**src/rtl/wash_cycle_sched_pkg.sv**
```systemverilog
// Shared types and defaults for the multi-pass wash program sequencer.
package wash_pkg;

    localparam int unsigned WASH_CYC_DEF   = 8;
    localparam int unsigned SPIN_CYC_DEF   = 4;
    localparam int unsigned LAUNCH_TMO_DEF = 16;
    localparam int unsigned TMR_W_DEF      = 8;
    localparam int unsigned PASS_W         = 2;

    typedef enum logic [2:0] {
        ST_IDLE   = 3'd0,
        ST_LAUNCH = 3'd1,
        ST_RUN    = 3'd2,
        ST_DONE   = 3'd3,
        ST_ABORT  = 3'd4,
        ST_FAULT  = 3'd5
    } state_e;

    // Phase timers only count while a pass is being launched or run.
    function automatic logic phase_active(state_e s);
        return (s == ST_LAUNCH) || (s == ST_RUN);
    endfunction

endpackage

```
**src/rtl/wash_cycle_sched_if.sv**
```systemverilog
// Control/status bundle between the program sequencer, the user side and wash_fsm.
interface wash_cycle_sched_if;
    import wash_pkg::*;

    logic              go;
    logic [PASS_W-1:0] prog;
    logic              abort;
    logic              fsm_ready;
    logic              fsm_water_in;
    logic              fsm_wash;
    logic              fsm_speed;
    logic              fsm_start;
    logic              fsm_rst;
    logic              wash_tmo;
    logic              spin_tmo;
    logic              soap;
    logic              busy;
    logic              done;
    logic              fault;
    logic [PASS_W-1:0] pass_cnt;

    modport slave (
        input  go, prog, abort, fsm_ready, fsm_water_in, fsm_wash, fsm_speed,
        output fsm_start, fsm_rst, wash_tmo, spin_tmo, soap, busy, done, fault, pass_cnt
    );

    modport master (
        output go, prog, abort, fsm_ready, fsm_water_in, fsm_wash, fsm_speed,
        input  fsm_start, fsm_rst, wash_tmo, spin_tmo, soap, busy, done, fault, pass_cnt
    );

endinterface

```
**src/rtl/wash_cycle_sched_timer.sv**
```systemverilog
// Saturating phase timer: one tmo pulse on the N-th consecutive cycle of run.
module wash_phase_timer #(
    parameter int unsigned N     = 8,
    parameter int unsigned TMR_W = 8
) (
    input  logic clk,
    input  logic reset,
    input  logic en,
    input  logic clr,
    input  logic run,
    output logic tmo
);

    logic [TMR_W-1:0] cnt_q, cnt_d;
    logic             tmo_q, tmo_d;

    // Saturating at N keeps a long phase from producing a second pulse.
    always_comb begin
        cnt_d = '0;
        tmo_d = 1'b0;
        if (en && run && !clr) begin
            cnt_d = (cnt_q == TMR_W'(N)) ? cnt_q : cnt_q + TMR_W'(1);
            tmo_d = (cnt_q == TMR_W'(N - 1));
        end
    end

    always_ff @(posedge clk) begin
        if (reset) begin
            cnt_q <= '0;
            tmo_q <= 1'b0;
        end else begin
            cnt_q <= cnt_d;
            tmo_q <= tmo_d;
        end
    end

    assign tmo = tmo_q;

endmodule

```
**src/rtl/wash_cycle_sched.sv**
```systemverilog
// Multi-pass program sequencer driving wash_fsm start and its phase expiry pulses.
module wash_cycle_sched
    import wash_pkg::*;
#(
    parameter int unsigned WASH_CYC   = WASH_CYC_DEF,
    parameter int unsigned SPIN_CYC   = SPIN_CYC_DEF,
    parameter int unsigned LAUNCH_TMO = LAUNCH_TMO_DEF,
    parameter int unsigned TMR_W      = TMR_W_DEF
) (
    input  logic               clk,
    input  logic               reset,
    wash_cycle_sched_if.slave  bus
);

    localparam int unsigned LAUNCH_W = $clog2(LAUNCH_TMO + 1);

    state_e              state_q, state_d;
    logic [PASS_W-1:0]   pass_cnt_q, pass_cnt_d;
    logic [PASS_W-1:0]   pass_last_q, pass_last_d;
    logic [LAUNCH_W-1:0] launch_cnt_q, launch_cnt_d;
    logic                ready_q;

    logic fsm_start_q, fsm_start_d;
    logic fsm_rst_q, fsm_rst_d;
    logic soap_q, soap_d;
    logic busy_q, busy_d;
    logic done_q, done_d;
    logic fault_q, fault_d;
    logic timer_en;
    logic wash_tmo, spin_tmo;

    // Next state; abort overrides every other event in the same cycle.
    always_comb begin
        state_d      = state_q;
        pass_cnt_d   = pass_cnt_q;
        pass_last_d  = pass_last_q;
        launch_cnt_d = '0;

        if (bus.abort) begin
            state_d = ST_ABORT;
        end else begin
            case (state_q)
                ST_IDLE: begin
                    if (bus.go && bus.fsm_ready) begin
                        state_d     = ST_LAUNCH;
                        pass_last_d = bus.prog;
                        pass_cnt_d  = '0;
                    end
                end
                ST_LAUNCH: begin
                    if (!bus.fsm_ready) begin
                        state_d = ST_RUN;
                    end else if (launch_cnt_q == LAUNCH_W'(LAUNCH_TMO - 1)) begin
                        state_d = ST_FAULT;
                    end else begin
                        launch_cnt_d = launch_cnt_q + LAUNCH_W'(1);
                    end
                end
                ST_RUN: begin
                    if (bus.fsm_ready && !ready_q) begin
                        if (pass_cnt_q == pass_last_q) begin
                            state_d = ST_DONE;
                        end else begin
                            state_d    = ST_LAUNCH;
                            pass_cnt_d = pass_cnt_q + PASS_W'(1);
                        end
                    end
                end
                ST_DONE:  state_d = ST_IDLE;
                ST_ABORT: state_d = ST_IDLE;
                ST_FAULT: state_d = ST_FAULT;
                default:  state_d = ST_IDLE;
            endcase
        end

        // Outputs are registered from the next state so they follow their cause by one edge.
        fsm_start_d = (state_d == ST_LAUNCH);
        busy_d      = phase_active(state_d);
        done_d      = (state_d == ST_DONE);
        fault_d     = (state_d == ST_FAULT);
        fsm_rst_d   = (state_d == ST_ABORT) || ((state_d == ST_FAULT) && (state_q != ST_FAULT));
        soap_d      = bus.fsm_water_in && (state_d == ST_RUN) && (pass_cnt_d == '0);
    end

    assign timer_en = phase_active(state_d);

    always_ff @(posedge clk) begin
        if (reset) begin
            state_q      <= ST_IDLE;
            pass_cnt_q   <= '0;
            pass_last_q  <= '0;
            launch_cnt_q <= '0;
            ready_q      <= 1'b0;
            fsm_start_q  <= 1'b0;
            fsm_rst_q    <= 1'b0;
            soap_q       <= 1'b0;
            busy_q       <= 1'b0;
            done_q       <= 1'b0;
            fault_q      <= 1'b0;
        end else begin
            state_q      <= state_d;
            pass_cnt_q   <= pass_cnt_d;
            pass_last_q  <= pass_last_d;
            launch_cnt_q <= launch_cnt_d;
            ready_q      <= bus.fsm_ready;
            fsm_start_q  <= fsm_start_d;
            fsm_rst_q    <= fsm_rst_d;
            soap_q       <= soap_d;
            busy_q       <= busy_d;
            done_q       <= done_d;
            fault_q      <= fault_d;
        end
    end

    wash_phase_timer #(.N(WASH_CYC), .TMR_W(TMR_W)) u_wash_tmr (
        .clk   (clk),
        .reset (reset),
        .en    (timer_en),
        .clr   (bus.abort),
        .run   (bus.fsm_wash),
        .tmo   (wash_tmo)
    );

    wash_phase_timer #(.N(SPIN_CYC), .TMR_W(TMR_W)) u_spin_tmr (
        .clk   (clk),
        .reset (reset),
        .en    (timer_en),
        .clr   (bus.abort),
        .run   (bus.fsm_speed),
        .tmo   (spin_tmo)
    );

    assign bus.fsm_start = fsm_start_q;
    assign bus.fsm_rst   = fsm_rst_q;
    assign bus.wash_tmo  = wash_tmo;
    assign bus.spin_tmo  = spin_tmo;
    assign bus.soap      = soap_q;
    assign bus.busy      = busy_q;
    assign bus.done      = done_q;
    assign bus.fault     = fault_q;
    assign bus.pass_cnt  = pass_cnt_q;

endmodule

```
**src/flat_wrapper.sv**
```systemverilog
// flat-port wrapper written by rule: the top's interface ports become plain ports
module wash_cycle_sched_flat import wash_pkg::*;
#(
    parameter int unsigned WASH_CYC   = WASH_CYC_DEF,
    parameter int unsigned SPIN_CYC   = SPIN_CYC_DEF,
    parameter int unsigned LAUNCH_TMO = LAUNCH_TMO_DEF,
    parameter int unsigned TMR_W      = TMR_W_DEF
)
  (clk, reset, bus_go, bus_prog, bus_abort, bus_fsm_ready, bus_fsm_water_in, bus_fsm_wash, bus_fsm_speed, bus_fsm_start, bus_fsm_rst, bus_wash_tmo, bus_spin_tmo, bus_soap, bus_busy, bus_done, bus_fault, bus_pass_cnt);
  wash_cycle_sched_if bus_i ();
  input  logic clk;
  input  logic reset;
  input wire logic [$bits(bus_i.go)-1:0] bus_go;
  input wire logic [$bits(bus_i.prog)-1:0] bus_prog;
  input wire logic [$bits(bus_i.abort)-1:0] bus_abort;
  input wire logic [$bits(bus_i.fsm_ready)-1:0] bus_fsm_ready;
  input wire logic [$bits(bus_i.fsm_water_in)-1:0] bus_fsm_water_in;
  input wire logic [$bits(bus_i.fsm_wash)-1:0] bus_fsm_wash;
  input wire logic [$bits(bus_i.fsm_speed)-1:0] bus_fsm_speed;
  output wire logic [$bits(bus_i.fsm_start)-1:0] bus_fsm_start;
  output wire logic [$bits(bus_i.fsm_rst)-1:0] bus_fsm_rst;
  output wire logic [$bits(bus_i.wash_tmo)-1:0] bus_wash_tmo;
  output wire logic [$bits(bus_i.spin_tmo)-1:0] bus_spin_tmo;
  output wire logic [$bits(bus_i.soap)-1:0] bus_soap;
  output wire logic [$bits(bus_i.busy)-1:0] bus_busy;
  output wire logic [$bits(bus_i.done)-1:0] bus_done;
  output wire logic [$bits(bus_i.fault)-1:0] bus_fault;
  output wire logic [$bits(bus_i.pass_cnt)-1:0] bus_pass_cnt;
  assign bus_i.go = bus_go;
  assign bus_i.prog = bus_prog;
  assign bus_i.abort = bus_abort;
  assign bus_i.fsm_ready = bus_fsm_ready;
  assign bus_i.fsm_water_in = bus_fsm_water_in;
  assign bus_i.fsm_wash = bus_fsm_wash;
  assign bus_i.fsm_speed = bus_fsm_speed;
  assign bus_fsm_start = bus_i.fsm_start;
  assign bus_fsm_rst = bus_i.fsm_rst;
  assign bus_wash_tmo = bus_i.wash_tmo;
  assign bus_spin_tmo = bus_i.spin_tmo;
  assign bus_soap = bus_i.soap;
  assign bus_busy = bus_i.busy;
  assign bus_done = bus_i.done;
  assign bus_fault = bus_i.fault;
  assign bus_pass_cnt = bus_i.pass_cnt;
  wash_cycle_sched #(.WASH_CYC(WASH_CYC), .SPIN_CYC(SPIN_CYC), .LAUNCH_TMO(LAUNCH_TMO), .TMR_W(TMR_W)) u_core (.clk(clk), .reset(reset), .bus(bus_i));
endmodule
```
**config.mk**
```make
export PLATFORM = sky130hd
export DESIGN_NAME = wash_cycle_sched_flat
export DESIGN_NICKNAME = d
export VERILOG_FILES = /design/src/rtl/wash_cycle_sched_pkg.sv /design/src/rtl/wash_cycle_sched_if.sv /design/src/rtl/wash_cycle_sched_timer.sv /design/src/rtl/wash_cycle_sched.sv /design/src/flat_wrapper.sv
export SDC_FILE = /design/constraint.sdc
export NUM_CORES = 1
export LEC_CHECK = 0
export ABC_AREA = 1
export BUFFER_PORTS_ARGS = -buffer_cell sky130_fd_sc_hd__buf_2
export CAP_MARGIN = 10
export CORE_ASPECT_RATIO = 1.4
export CORE_MARGIN = 2
export CORE_UTILIZATION = 62
export DETAILED_ROUTE_END_ITERATION = 10
export GPL_ROUTABILITY_DRIVEN = 0
export PLACE_DENSITY = 0.82
export RECOVER_POWER = 100
export SYNTH_ARGS = -nofsm -noshare
export SYNTH_HDL_FRONTEND = slang
export SYNTH_SLANG_ARGS = --single-unit
```
**constraint.sdc**
```tcl
create_clock -name clk -period 4.35 [get_ports clk]
set_input_delay 0 -clock clk [delete_from_list [all_inputs] [get_ports clk]]
set_output_delay 0 -clock clk [all_outputs]
set_load 0.01 [all_outputs]
```
---- Word level (Yosys, flattened, before mapping) ----
Index checks and enable logic that the tools add are counted.
word-level totals
  bits of input ports ..................... 10
  output and inout port bits .............. 10
  register bits ........................... 37
cells by class
  multiplexer cells ....................... 12
  $add $sub $neg .......................... 4
  eq/ne operators ......................... 15
  bitwise logic cells ..................... 5
  reductions and logical operators ........ 19
operators with widths
  operator             number
  $add 8x1->8 const B  2
  $eq 8x3->1 const B   2
  $mux 3               5
  $pmux 3 s4           1
  $mux 2               5
  $eq 3x2->1 const B   3
  $eq 3x3->1 const B   3
  $logic_and 1x1->1    9
  $eq 8x2->1 const B   1
  $eq 8x4->1 const B   1
  $eq 3x1->1 const B   2
  $add 5x1->5 const B  1
  $eq 5x4->1 const B   1
  $not 1->1            5
  $reduce_or 5->1      1
  $pmux 2 s2           1
  $reduce_or 2->1      2
  $logic_not 3->1      1
  $ne 3x3->1 const B   1
  $reduce_and 3->1     1
  $add 2x1->2 const B  1
  $eq 2x2->1           1
  $logic_not 1->1      2
  $logic_not 2->1      1
  $logic_or 1x1->1     2

---- Longest topological paths before layout ----
Gate-level depths: netlist (run 1).
  word-level depth ........................ 11
  mapped depth ............................ 13
  mapped depth without buffers ............ 13

---- Hierarchy ----
Synthesis (run 1) repeated with hierarchy kept, for this count alone.
unflattened totals
  cells, all modules ...................... 260
  area, all modules ....................... 1898.1 um2
by module, submodules not included
  module                                 area each (um2)  cells an instance  times used
  wash_cycle_sched                       894.6            130                1
  wash_phase_timer at u_core.u_spin_tmr  524.3            66                 1
  wash_phase_timer at u_core.u_wash_tmr  479.2            64                 1

---- Worst setup path after synthesis (run 1) ----
Ideal clock, no wire load.
  path type ............................... register to register
  start point ............................. register u_core.launch_cnt_q[0]
  end point ............................... register u_core.u_wash_tmr.cnt_q[0]
  buffers on the path ..................... 0
  stages on the path, launching flop included .. 13
  library setup time ...................... 0.063 ns
  arrival time ............................ 1.633 ns
  setup slack ............................. 2.654 ns
  clock period less this slack ............ 1.696 ns
  cells stage by stage .................... dfxtp_1 ha_1 nand2_1 nor2_1 ha_1 inv_1 a21oi_1 nor2_2 a21oi_4 nand3_4 nand2_8 nand2_8 nor2_2
between the ends
  longest elaborated chain between the ends .. 11
RTL lines
  what                                      line                          text
  from (decl)                               wash_cycle_sched.sv:20        logic [LAUNCH_W-1:0] launch_cnt_q, launch_cnt_d;
  from (signal assigned)                    wash_cycle_sched.sv:104       launch_cnt_q <= launch_cnt_d;
  $eq 5x4->1 *                              wash_cycle_sched.sv:53        end else if (launch_cnt_q == LAUNCH_W'(LAUNCH_TMO - 1)) begin
  $mux 3 *                                  wash_cycle_sched.sv:53
  $mux 3 *                                  wash_cycle_sched.sv:51        if (!bus.fsm_ready) begin
  $pmux 3 s4 *                              wash_cycle_sched.sv:42        case (state_q)
  $mux 3 *                                  wash_cycle_sched.sv:39        if (bus.abort) begin
  $eq 3x1->1 or $eq 3x2->1 (tied branches)  wash_cycle_sched_pkg.sv:21    return (s == ST_LAUNCH) || (s == ST_RUN);
  $logic_or 1x1->1 *                        wash_cycle_sched_pkg.sv:21
  $logic_and 1x1->1 * (2 in series)         wash_cycle_sched_timer.sv:21  if (en && run && !clr) begin
  $not 1->1 (no source line) *              -
  $reduce_or 2->1 (no source line) *        -
  to (signal assigned)                      wash_cycle_sched_timer.sv:32  cnt_q <= cnt_d;
  to (decl)                                 wash_cycle_sched_timer.sv:14  logic [TMR_W-1:0] cnt_q, cnt_d;
Mark *: on every way between the ends. The rest lies on a longest branch, timed or not.
A chain may end at the register's enable or synchronous reset.

---- Worst setup path in the final report (run 1) ----
  start point ............................. register u_core.launch_cnt_q[0]
  end point ............................... register u_core.u_wash_tmr.cnt_q[7]
Same word-level chain as after synthesis.

==> impl_metrics.csv, run 1 <==
group,metric,value,unit
run_status,status,"finished, final reports clean",
sta,slew_viol_final,0,
run,drv_cap,0,
global_routing,antenna_found_initial,0,
global_routing,grt_pass1_wl,6090,um
placed_design,port_buffers,19,
sta,final_hold_viol_count,0,
final_layout,diodes,0,
synthesis,synth_mux_area_frac,0.00585,
synthesis,synth_common_cells,"37 x dfxtp_1, 32 x inv_1, 31 x nand2_1, 31 x nor2_1, 19 x nor2_2",
detailed_routing,via_count,1481,
sta,setup_viol,0,
die,die_h,69.9,um
clock_network,root_buffer,"clkbuf_8",
synthesis,yosys.area_share.simple,0.375,
synthesis,synth_top_area_cell,"dfxtp_1",
detailed_routing,ant_nets,0,
synthesis,ys_seq_area_frac,0.385,
final_layout,drive_above_1_share,0.171,
hold_path,hold_path_class,"in2reg",
global_routing,grt_util_all_layers,0.227,
critical_path,critPathMaxFanout,9,
clock_network,cts.reportedPaths.clkPinSlew,0.07,ns
sta,slew_headroom,0.663,
synthesis,synth_top_area_frac,0.385,
die,num_rows,23,
synthesis,synthCells,235,
sta,period_minus_slack,2.13,ns
clock_network,clock_latency,0.29,ns
synthesis,syn_area,1920,um^2
sta,fmax,0.470,GHz
synthesis,synth_top_family_by_area,"simple AND/OR/NAND/NOR gates",
clock_network,cts.path.max_buffers,2,
critical_path,endpoint_kind,"register",
critical_path,cp.arrival,2.35,ns
synthesis,syn_nets,251,
clock_network,cts_tree,"yes",
sta,fin_crit_sh,0.489,
placed_design,dp.final_hpwl,2520,um
power,ir_drop,322,uV
global_routing,first_global_vias,1478,
synthesis,yosysMostFrequentCell,"dfxtp_1",
power,power_density,303,nW/um^2
power,p_leak,0.839,nW
power,power,614,uW
die,floorplan.initialDensity,0.662,
sta,rsz0062_at_grt,"no",
synthesis,yosys_warnings,0,
synthesis,synth.area.top_cells,"dfxtp_1 38%, inv_1 6.2%, nor2_2 6.2%, nand2_1 6.0%, nor2_1 6.0%",
global_routing,grt_max_degree,14,
synthesis,synth.avg_cell_area,8.19,um^2
global_routing,grt.overflow.total,0,
sta,fin_worst_skew,0.00406,ns
synthesis,synth-xor-area-share,0.0592,
critical_path,required,4.57,ns
clock_network,cts_inserted_buffers,5,
synthesis,synth_compound_area_frac,0.0546,
detailed_routing,detail_route.iter0.violations,24,
synthesis,synth_edf_count,0,
detailed_routing,avgRoutedWirePerCell,11.5,um
synthesis,async_flop_share,0,
detailed_routing,vias_per_cell,4.94,
final_layout,fin_nets,278,
synthesis,synth.distinct_cells,32,
die,dieWidth,51.1,um
critical_path,start_kind,"register",
synthesis,synth_fa_ha_area_frac,0.0390,
sta,setup-tns-final,0,ns
detailed_routing,drc_errors,0,
final_layout,syn_to_final_growth,5.40,%
detailed_routing,drtPass1Iterations,4,
synthesis,ys_ff_latch,37,
sta,worst_slew_pin_slew,0.505,ns
detailed_routing,wirelength,3450,um
clock_network,cts_sinks,37,
synthesis,ys.flop_type,"dfxtp_1",
die,die-area,3570,um^2
clock_network,cts-htree-levels,2,
die,core,2910,um^2
critical_path,crit_type,"reg2reg",
die,io-pin-count,20,
cells by family after synthesis:
kind of cell | count (synthesis)
muxes | 1
adders and majority gates | 6
buffers and inverters | 40
DFF | 37
and+or+nand+nor | 123
xor gates and xnor gates | 13
AOI/OAI and AO/OA | 15
worst paths after layout:
kind	start	to	slack, ns	cells after the start
worst max-delay path	u_core.launch_cnt_q[0]$_SDFF_PP0_	u_core.u_wash_tmr.cnt_q[7]$_SDFFE_PP0P_	2.22	13
worst min-delay path	reset	u_core.bus.fsm_rst$_SDFF_PP0_	0.03	2
worst max register to register	u_core.launch_cnt_q[0]$_SDFF_PP0_	u_core.u_wash_tmr.cnt_q[7]$_SDFFE_PP0P_	2.22	13
worst min register to register	u_core.launch_cnt_q[0]$_SDFF_PP0_	u_core.launch_cnt_q[0]$_SDFF_PP0_	0.45	1
cell type report:
class                   count  area (um^2)
multi-input cells         158          903
fillers                   263          878
flip-flops and latches     37          741
inverters                  38          143
repair buffers             22          113
clock buffers               6         72.6
well taps                  37         46.3
clock inverters             2         10.0
timing repair:
item / in CTS / in global routing
endpoints found under the hold margin: 3 / 0
resized for setup: 0 / 0
hold buffers: 3 / 0
buffers inserted: 0 / 0
cells in the final DEF, fill, tap and decap left out:
| cell | instances |
|---|---|
| nand2_1 | 35 |
| nor2_2 | 16 |
| nand4_1 | 2 |
| or3_1 | 1 |
| nand2_2 | 1 |
| nand3b_1 | 1 |
| nor2_4 | 1 |
| inv_1 | 33 |
| inv_2 | 3 |
| nor3_1 | 4 |
| a21oi_4 | 1 |
| nor3b_1 | 1 |
| clkinv_2 | 2 |
| clkbuf_8 | 5 |
| and3_2 | 2 |
| dlygate4sd3_1 | 3 |
| o21ai_0 | 5 |
| buf_2 | 9 |
| nor2_8 | 2 |
| mux2_2 | 1 |
| a21oi_1 | 6 |
| nand3_1 | 17 |
| nor4_1 | 1 |
| nand2_4 | 1 |
| nor2_1 | 37 |
| nand3_2 | 1 |
| a211oi_1 | 2 |
| clkbuf_1 | 11 |
| xnor2_1 | 3 |
| a21boi_0 | 1 |
| ha_1 | 6 |
| clkinv_1 | 2 |
| dfxtp_1 | 37 |
| xor2_1 | 10 |
metrics by stage:
stage	instances	cell area, um^2	util	hold slack (ns)	setup WS, ns
final	300	2030	0.698	0.0336	2.22
after global routing	300	2030	0.698	0.0499	1.95
after CTS	300	2160	0.744	0.0432	2.48
after detailed placement	289	2050	0.706	0.285	2.48
after global placement	289	2050	0.706	0.272	2.57
after floorplan	235	1920	-	0.0712	2.65
sequential cells by signal (all words and copies together), names as in the netlist:
name	count
u_core.bus.done	1
u_core.u_spin_tmr.tmo	1
u_core.bus.busy	1
u_core.u_wash_tmr.cnt_q	8
u_core.u_wash_tmr.tmo	1
u_core.bus.pass_cnt	2
u_core.pass_last_q	2
u_core.bus.soap	1
u_core.bus.fsm_rst	1
u_core.state_q	3
u_core.ready_q	1
u_core.launch_cnt_q	5
u_core.u_spin_tmr.cnt_q	8
u_core.bus.fsm_start	1
u_core.bus.fault	1
layer usage:
metal	track usage	part of all wire	wire length (um)	vias to the layer above
li1	-	-	-	782
met4	0.108	0.020	69	0
met1	0.234	0.41	1400	671
met5	0	0	0	-
met3	0.0705	0.028	95	9
met2	0.403	0.55	1880	19
report_power, final:
group	internal, mW	switching [mW]	total (mW)
registers	0.342	0.00203	0.344
logic	0.0138	0.0237	0.0375
clock network	0.111	0.121	0.232
total	0.467	0.147	0.614
critical path, stage by stage (launching register included):
cell,delay (ns)
dfxtp_1,0.32
ha_1,0.20
nand2_1,0.08
nor2_1,0.05
ha_1,0.19
inv_1,0.07
a21oi_1,0.06
nor2_1,0.22
clkinv_1,0.10
nand2_1,0.09
nand3_1,0.09
nand2_1,0.10
nand2_1,0.29
nor2_1,0.19
(Power assumes the default switching activity.)
==> run 2: changes to the inputs <==
--- a/config.mk
+++ b/config.mk
@@ -10,10 +10,10 @@
 export CAP_MARGIN = 10
 export CORE_ASPECT_RATIO = 1.4
 export CORE_MARGIN = 2
-export CORE_UTILIZATION = 62
+export CORE_UTILIZATION = 58
 export DETAILED_ROUTE_END_ITERATION = 10
 export GPL_ROUTABILITY_DRIVEN = 0
-export PLACE_DENSITY = 0.82
+export PLACE_DENSITY = 0.78
 export RECOVER_POWER = 100
 export SYNTH_ARGS = -nofsm -noshare
 export SYNTH_HDL_FRONTEND = slang
==> constraint.sdc (replaced) <==
create_clock -name clk -period 2.1 [get_ports clk]
set_input_delay 0 -clock clk [delete_from_list [all_inputs] [get_ports clk]]
set_output_delay 0 -clock clk [all_outputs]
set_load 0.01 [all_outputs]
==> run 2 against run 1 <==
Hold slack improved by 0.015 ns. Final area up 3.7%. Largest cell class unchanged. Critical endpoint is now u_core.u_wash_tmr.cnt_q[2]$_SDFFE_PP0P_. Setup slack worse by 2.0 ns. First-iteration DRC count rose by 54%.
==> impl_metrics.csv, run 2 (synthesis gave the netlist of run 1 again) <==
group,metric,value,unit
die,die_h,72.2,um
sta,rsz0062_at_grt,"no",
critical_path,cpMaxStageDelayCell,"a21oi_1",
power,switching_share,0.219,
final_layout,fillers,308,
sta,final_hold_viol_count,0,
critical_path,endpoint_kind,"register",
sta,setup_viol,0,
final_layout,finish.utilization,0.667,
clock_network,cts_sinks,37,
placed_design,dp_slack,0.243,ns
global_routing,met1_usage,0.212,
critical_path,slowest_delay,0.48,ns
critical_path,crit_chain,"ha_1, nand2_1, nor2_1, ha_1, a21oi_1, nand3_4, nand2_8, nand2_8, nor2_1",
sta,slew_headroom,0.522,
critical_path,crit_type,"reg2reg",
critical_path,critPathMaxFanout,9,
global_routing,grt_pass1_wl,6200,um
detailed_routing,ant_nets,0,
sta,setup_ws,0.214,ns
critical_path,required,2.32,ns
die,die-area,3800,um^2
hold_path,hold_path_class,"in2reg",
sta,worst_slew_pin_slew,0.715,ns
detailed_routing,via_count,1504,
final_layout,layout_common_cells,"45 x nor2_1, 37 x dfxtp_1, 33 x inv_1",
final_layout,register_area,741,um^2
clock_network,cts-htree-levels,2,
final_layout,drive_above_1_share,0.167,
detailed_routing,drtPass1Iterations,4,
final_layout,multi_input_area,938,um^2
global_routing,grt.met3_usage,0.0453,
detailed_routing,vias_per_cell,4.98,
clock_network,cts.path.max_buffers,2,
power,power,1.44,mW
detailed_routing,avgRoutedWirePerCell,11.6,um
sta,period_minus_slack,1.89,ns
critical_path,cp.arrival,2.11,ns
final_layout,fin_nets,278,
power,p_leak,0.852,nW
placed_design,placed_cell_area,2050,um^2
final_layout,design_area,2100,um^2
global_routing,grt_util_all_layers,0.220,
critical_path,start_kind,"register",
sta,fin_crit_sh,0.898,
power,power.internal,1.12,mW
sta,setup-tns-final,0,ns
clock_network,clock_latency,0.29,ns
final_layout,reg.largest.list,"u_core.u_spin_tmr.cnt_q x8, u_core.u_wash_tmr.cnt_q x8, u_core.launch_cnt_q x5",
die,dieWidth,52.7,um
placed_design,dp.final_hpwl,2540,um
global_routing,grt_use_met2,0.422,
power,p_switching,315,uW
die,floorplan.initialDensity,0.610,
die,num_rows,24,
clock_network,root_buffer,"clkbuf_8",
sta,fin_worst_skew,0.0107,ns
die,core,3150,um^2
sta,hold_ws,0.0486,ns
final_layout,syn_to_final_growth,9.30,%
power,ir_drop,596,uV
global_routing,grt.overflow.total,0,
clock_network,post_cts_buffers,0,
die,io-pin-count,20,
power,power_density,684,nW/um^2
clock_network,cts.reportedPaths.clkPinSlew,0.08,ns
power,seqPwrFrac,0.496,
placed_design,dp_cells,291,
sta,fmax,0.530,GHz
run,drv_cap,0,
run_status,status,"finished, final reports clean",
global_routing,grt_max_degree,14,
global_routing,first_global_vias,1566,
detailed_routing,detail_route.iter0.violations,37,
power,combPwrFrac,0.059,
global_routing,grt_busiest_layer,"met2",
final_layout,final_common_cell,"nor2_1",
sta,slew_viol_final,0,
clock_network,cts_tree,"yes",
detailed_routing,drc_errors,0,
power,clkPwrFrac,0.446,
global_routing,antenna_found_initial,0,
detailed_routing,wirelength,3510,um
final_layout,diodes,0,
final_layout,final_cells,302,
clock_network,cts_inserted_buffers,5,
placed_design,port_buffers,19,
-- run 2: cell count changes in the layout (fill, tap and decap cells not counted), moves of 2 or more --
| cell | previous run | this run |
|---|---|---|
| clkinv_2 | 2 | 0 |
| nand2_8 | 0 | 3 |
| nor2_2 | 16 | 10 |
| nand2_1 | 35 | 32 |
| nand3_4 | 0 | 2 |
| nor2_1 | 37 | 45 |
| nand3_1 | 17 | 15 |
-- run 2: layout make-up --
| type | instances | share of cell area |
|---|---|---|
| repair buffers | 22 | 0.0535 |
| multi-input cells | 158 | 0.446 |
| clock buffers | 6 | 0.0393 |
| inverters | 38 | 0.0678 |
| flip-flops and latches | 37 | 0.352 |
| well taps | 39 | 0.0232 |
| clock inverters | 2 | 0.0178 |
-- run 2: repair_timing --
action / CTS / global route
endpoints found under the setup margin: 0 / 12
hold buffers: 3 / 0
gates resized for setup: 0 / 2
endpoints found under the hold margin: 3 / 0
-- run 2: worst max-delay path, delay by kind of cell, from the launching register on --
family | cells | cell delay, ns
adder cells (fa/ha/maj) | 2 | 0.39
AND/OR/NAND/NOR | 6 | 0.61
flip-flops | 1 | 0.33
AO/OA/AOI/OAI | 1 | 0.48
-- run 2: worst paths after layout --
kind / slack [ns] / cells after the start / end / start
worst max-delay path: 0.21 / 9 / u_core.u_wash_tmr.cnt_q[2]$_SDFFE_PP0P_ / u_core.launch_cnt_q[0]$_SDFF_PP0_
worst min-delay path: 0.05 / 2 / u_core.bus.fsm_rst$_SDFF_PP0_ / reset
worst max register to register: 0.21 / 9 / u_core.u_wash_tmr.cnt_q[2]$_SDFFE_PP0P_ / u_core.launch_cnt_q[0]$_SDFF_PP0_
worst min register to register: 0.46 / 1 / u_core.launch_cnt_q[0]$_SDFF_PP0_ / u_core.launch_cnt_q[0]$_SDFF_PP0_
-- run 2: layer usage --
metal / vias up / wire (um)
li1: 782 / -
met1: 687 / 1370
met2: 28 / 1940
met3: 7 / 117
met4: 0 / 79
met5: - / 0
-- run 2: power by group through the flow --
stage               clock network (mW)  logic (mW)  registers (mW)
detailed placement                   0      0.0891           0.730
CTS                              0.656      0.0944           0.714
global placement                     0      0.0883           0.730
global route                     0.685      0.0939           0.714
floorplan                            0      0.0663           0.730
finish                           0.641      0.0842           0.713
==> run 3: changes to the inputs <==
--- a/config.mk
+++ b/config.mk
@@ -5,16 +5,16 @@
 export SDC_FILE = /design/constraint.sdc
 export NUM_CORES = 1
 export LEC_CHECK = 0
-export ABC_AREA = 1
 export BUFFER_PORTS_ARGS = -buffer_cell sky130_fd_sc_hd__buf_2
 export CAP_MARGIN = 10
 export CORE_ASPECT_RATIO = 1.4
 export CORE_MARGIN = 2
-export CORE_UTILIZATION = 58
+export CORE_UTILIZATION = 57
 export DETAILED_ROUTE_END_ITERATION = 10
 export GPL_ROUTABILITY_DRIVEN = 0
-export PLACE_DENSITY = 0.78
+export PLACE_DENSITY = 0.77
 export RECOVER_POWER = 100
+export REMOVE_ABC_BUFFERS = 1
 export SYNTH_ARGS = -nofsm -noshare
 export SYNTH_HDL_FRONTEND = slang
 export SYNTH_SLANG_ARGS = --single-unit
==> run 3 against run 2 <==
Global-route usage barely moved. Non-clock buffer count rose by 4. Final cell count fell by 13%. Fmax fell by 3.6%. Via count fell by 3.3%. Final area fell by 5.9%. Clock power fell by 25%. Critical path type unchanged.
==> impl_metrics.csv, run 3 <==
group,metric,value,unit
critical_path,slowest_delay,0.33,ns
synthesis,async_flop_share,0,
sta,slew_headroom,0.706,
synthesis,synth_top_area_frac,0.422,
synthesis,synth-xor-area-share,0.0798,
synthesis,syn_area,1760,um^2
global_routing,grt_max_degree,13,
synthesis,synth_top_area_cell,"dfxtp_1",
critical_path,crit_chain,"ha_1, and3_1, ha_1, a21o_1, a21boi_1, nand2_1, a21o_2, nor3_2",
clock_network,clock_latency,0.29,ns
die,num_rows,23,
synthesis,synth_top_family_by_area,"simple AND/OR/NAND/NOR gates",
sta,hold_ws,0.0614,ns
clock_network,root_buffer,"clkbuf_8",
synthesis,synth.distinct_cells,38,
critical_path,endpoint_kind,"register",
clock_network,post_cts_buffers,0,
power,seqPwrFrac,0.566,
die,core,2910,um^2
critical_path,crit_type,"reg2reg",
detailed_routing,vias_per_cell,5.53,
power,power_density,638,nW/um^2
global_routing,antenna_found_initial,0,
synthesis,synth.avg_cell_area,8.78,um^2
synthesis,synth_common_cells,"42 x nor2_1, 37 x dfxtp_1, 13 x nand3_1",
sta,fin_worst_skew,0.00734,ns
die,io-pin-count,20,
power,p_switching,297,uW
sta,setup_viol,0,
global_routing,grt_pass1_wl,5820,um
critical_path,start_kind,"register",
critical_path,cp.arrival,2.17,ns
hold_path,min_path_cells,3,
power,ir_drop,578,uV
clock_network,cts_tree,"yes",
clock_network,cts_sinks,37,
global_routing,first_global_vias,1379,
hold_path,hp-start,"bus_abort",
die,die_h,69.7,um
clock_network,cts.path.max_buffers,2,
critical_path,rrSetupSlack,0.14,ns
die,die-area,3550,um^2
sta,fin_crit_sh,0.931,
sta,fmax,0.511,GHz
sta,slew_viol_final,0,
synthesis,synth_mux_area_frac,0.0228,
synthesis,synth_compound_area_frac,0.0934,
power,p_leak,0.715,nW
die,floorplan.initialDensity,0.604,
final_layout,reg.largest.list,"u_core.u_spin_tmr.cnt_q x8, u_core.u_wash_tmr.cnt_q x8, u_core.launch_cnt_q x5",
power,combPwrFrac,0.054,
final_layout,diodes,0,
placed_design,dp_slack,0.0817,ns
detailed_routing,ant_nets,0,
synthesis,yosysMostFrequentCell,"nor2_1",
synthesis,yosys_warnings,0,
hold_path,whs_endpoint,"u_core.bus.fsm_rst$_SDFF_PP0_",
sta,worst_slew_pin_slew,0.439,ns
detailed_routing,drtPass1Iterations,4,
sta,rsz0062_at_grt,"no",
critical_path,r2r-end,"u_core.u_wash_tmr.cnt_q[2]$_SDFFE_PP0P_",
final_layout,fin_nets,241,
critical_path,r2r_cells,8,
die,dieWidth,50.9,um
placed_design,dp.final_hpwl,2520,um
clock_network,cts.reportedPaths.clkPinSlew,0.07,ns
power,switching_share,0.235,
synthesis,ys.flop_type,"dfxtp_1",
clock_network,cts_inserted_buffers,5,
detailed_routing,detail_route.iter0.violations,47,
run,drv_cap,0,
sta,final_hold_viol_count,0,
synthesis,synth_edf_count,0,
detailed_routing,drc_errors,0,
placed_design,port_buffers,19,
sta,setup_ws,0.144,ns
critical_path,timing.critical_path.mode_cell,"ha_1",
final_layout,syn_to_final_growth,12.8,%
synthesis,synth_fa_ha_area_frac,0.0428,
final_layout,final_common_cell,"nor2_1",
power,power.internal,966,uW
synthesis,yosys.area_share.simple,0.297,
sta,period_minus_slack,1.96,ns
final_layout,layout_common_cells,"42 x nor2_1, 37 x dfxtp_1, 13 x nand3_1",
synthesis,ys_ff_latch,37,
global_routing,grt_util_all_layers,0.220,
sta,setup-tns-final,0,ns
run_status,status,"finished, final reports clean",
critical_path,cpMaxStageDelayCell,"dfxtp_1",
critical_path,required,2.32,ns
clock_network,cts-htree-levels,2,
synthesis,ys_seq_area_frac,0.422,
detailed_routing,via_count,1454,
detailed_routing,avgRoutedWirePerCell,12.8,um
critical_path,critPathMaxFanout,9,
final_layout,fillers,247,
power,clkPwrFrac,0.380,
hold_path,hold_path_class,"in2reg",
global_routing,grt.overflow.total,0,
critical_path,reg2reg_from,"u_core.launch_cnt_q[0]$_SDFF_PP0_",
synthesis,synth.area.top_cells,"dfxtp_1 42%, nor2_1 9.0%, ha_1 4.3%, xnor2_1 4.0%, xor2_1 4.0%",
final_layout,drive_above_1_share,0.119,
synthesis,synthCells,200,
detailed_routing,wirelength,3370,um
[run 3: cell families after synthesis]
group           count (synthesis)
mux                             4
xor+xnor                       16
simple gates                   98
flops                          37
buf+inv                        15
compound gates                 24
fa+ha+maj                       6
[run 3: final cells by class]
type	count	area, um^2	share of cell area
clock buffers	5	68.8	0.0348
clock inverters	3	17.5	0.00885
inverters	7	26.3	0.0133
multi-input cells	148	940	0.475
flip-flops and latches	37	741	0.374
well taps	37	46.3	0.0234
repair buffers	26	140	0.0708
[run 3: timing repair]
item,in CTS,in global routing
endpoints found under the hold margin,6,0
endpoints found under the setup margin,0,10
gates resized for setup,0,2
hold buffers,4,0
[run 3: worst max-delay path by stage]
stage                                                   end  slack (ns)                               from
floorplan                  u_core.u_wash_tmr.tmo$_SDFF_PP0_        0.24  u_core.launch_cnt_q[0]$_SDFF_PP0_
global placement    u_core.u_spin_tmr.cnt_q[2]$_SDFFE_PP0P_        0.14  u_core.launch_cnt_q[0]$_SDFF_PP0_
detailed placement  u_core.u_wash_tmr.cnt_q[2]$_SDFFE_PP0P_        0.08  u_core.launch_cnt_q[0]$_SDFF_PP0_
CTS                 u_core.u_wash_tmr.cnt_q[2]$_SDFFE_PP0P_        0.04  u_core.launch_cnt_q[0]$_SDFF_PP0_
global route        u_core.u_spin_tmr.cnt_q[2]$_SDFFE_PP0P_        0.02  u_core.launch_cnt_q[0]$_SDFF_PP0_
finish              u_core.u_wash_tmr.cnt_q[2]$_SDFFE_PP0P_        0.14  u_core.launch_cnt_q[0]$_SDFF_PP0_
[run 3: worst max-delay path, delay by kind of cell, from the launching register on]
kind | cells | cell delay [ns]
compound gates | 3 | 0.66
simple gates | 3 | 0.46
fa+ha+maj | 2 | 0.43
flops | 1 | 0.33
[run 3: layer usage]
| metal | GRT usage | wire length (um) | vias up |
|---|---|---|---|
| met3 | 0.0625 | 127 | 12 |
| li1 | - | - | 737 |
| met1 | 0.214 | 1340 | 674 |
| met5 | 0 | 0 | - |
| met2 | 0.387 | 1780 | 31 |
| met4 | 0.144 | 126 | 0 |
[run 3: power by group through the flow]
stage	logic, mW	clock network [mW]	registers [mW]
finish	0.0677	0.480	0.715
global route	0.0754	0.528	0.716
CTS	0.0689	0.499	0.715
detailed placement	0.0627	0	0.731
global placement	0.0612	0	0.731
floorplan	0.0321	0	0.732
[run 3: through the flow]
stage	instances	instance area (um^2)	util	total power, mW
2_1_floorplan	192	1710	-	0.764
3_3_place_gp	251	1870	0.644	0.792
3_5_place_dp	251	1870	0.644	0.794
4_1_cts	263	2000	0.687	1.28
5_1_grt	263	1980	0.681	1.32
6_report	263	1980	0.681	1.26
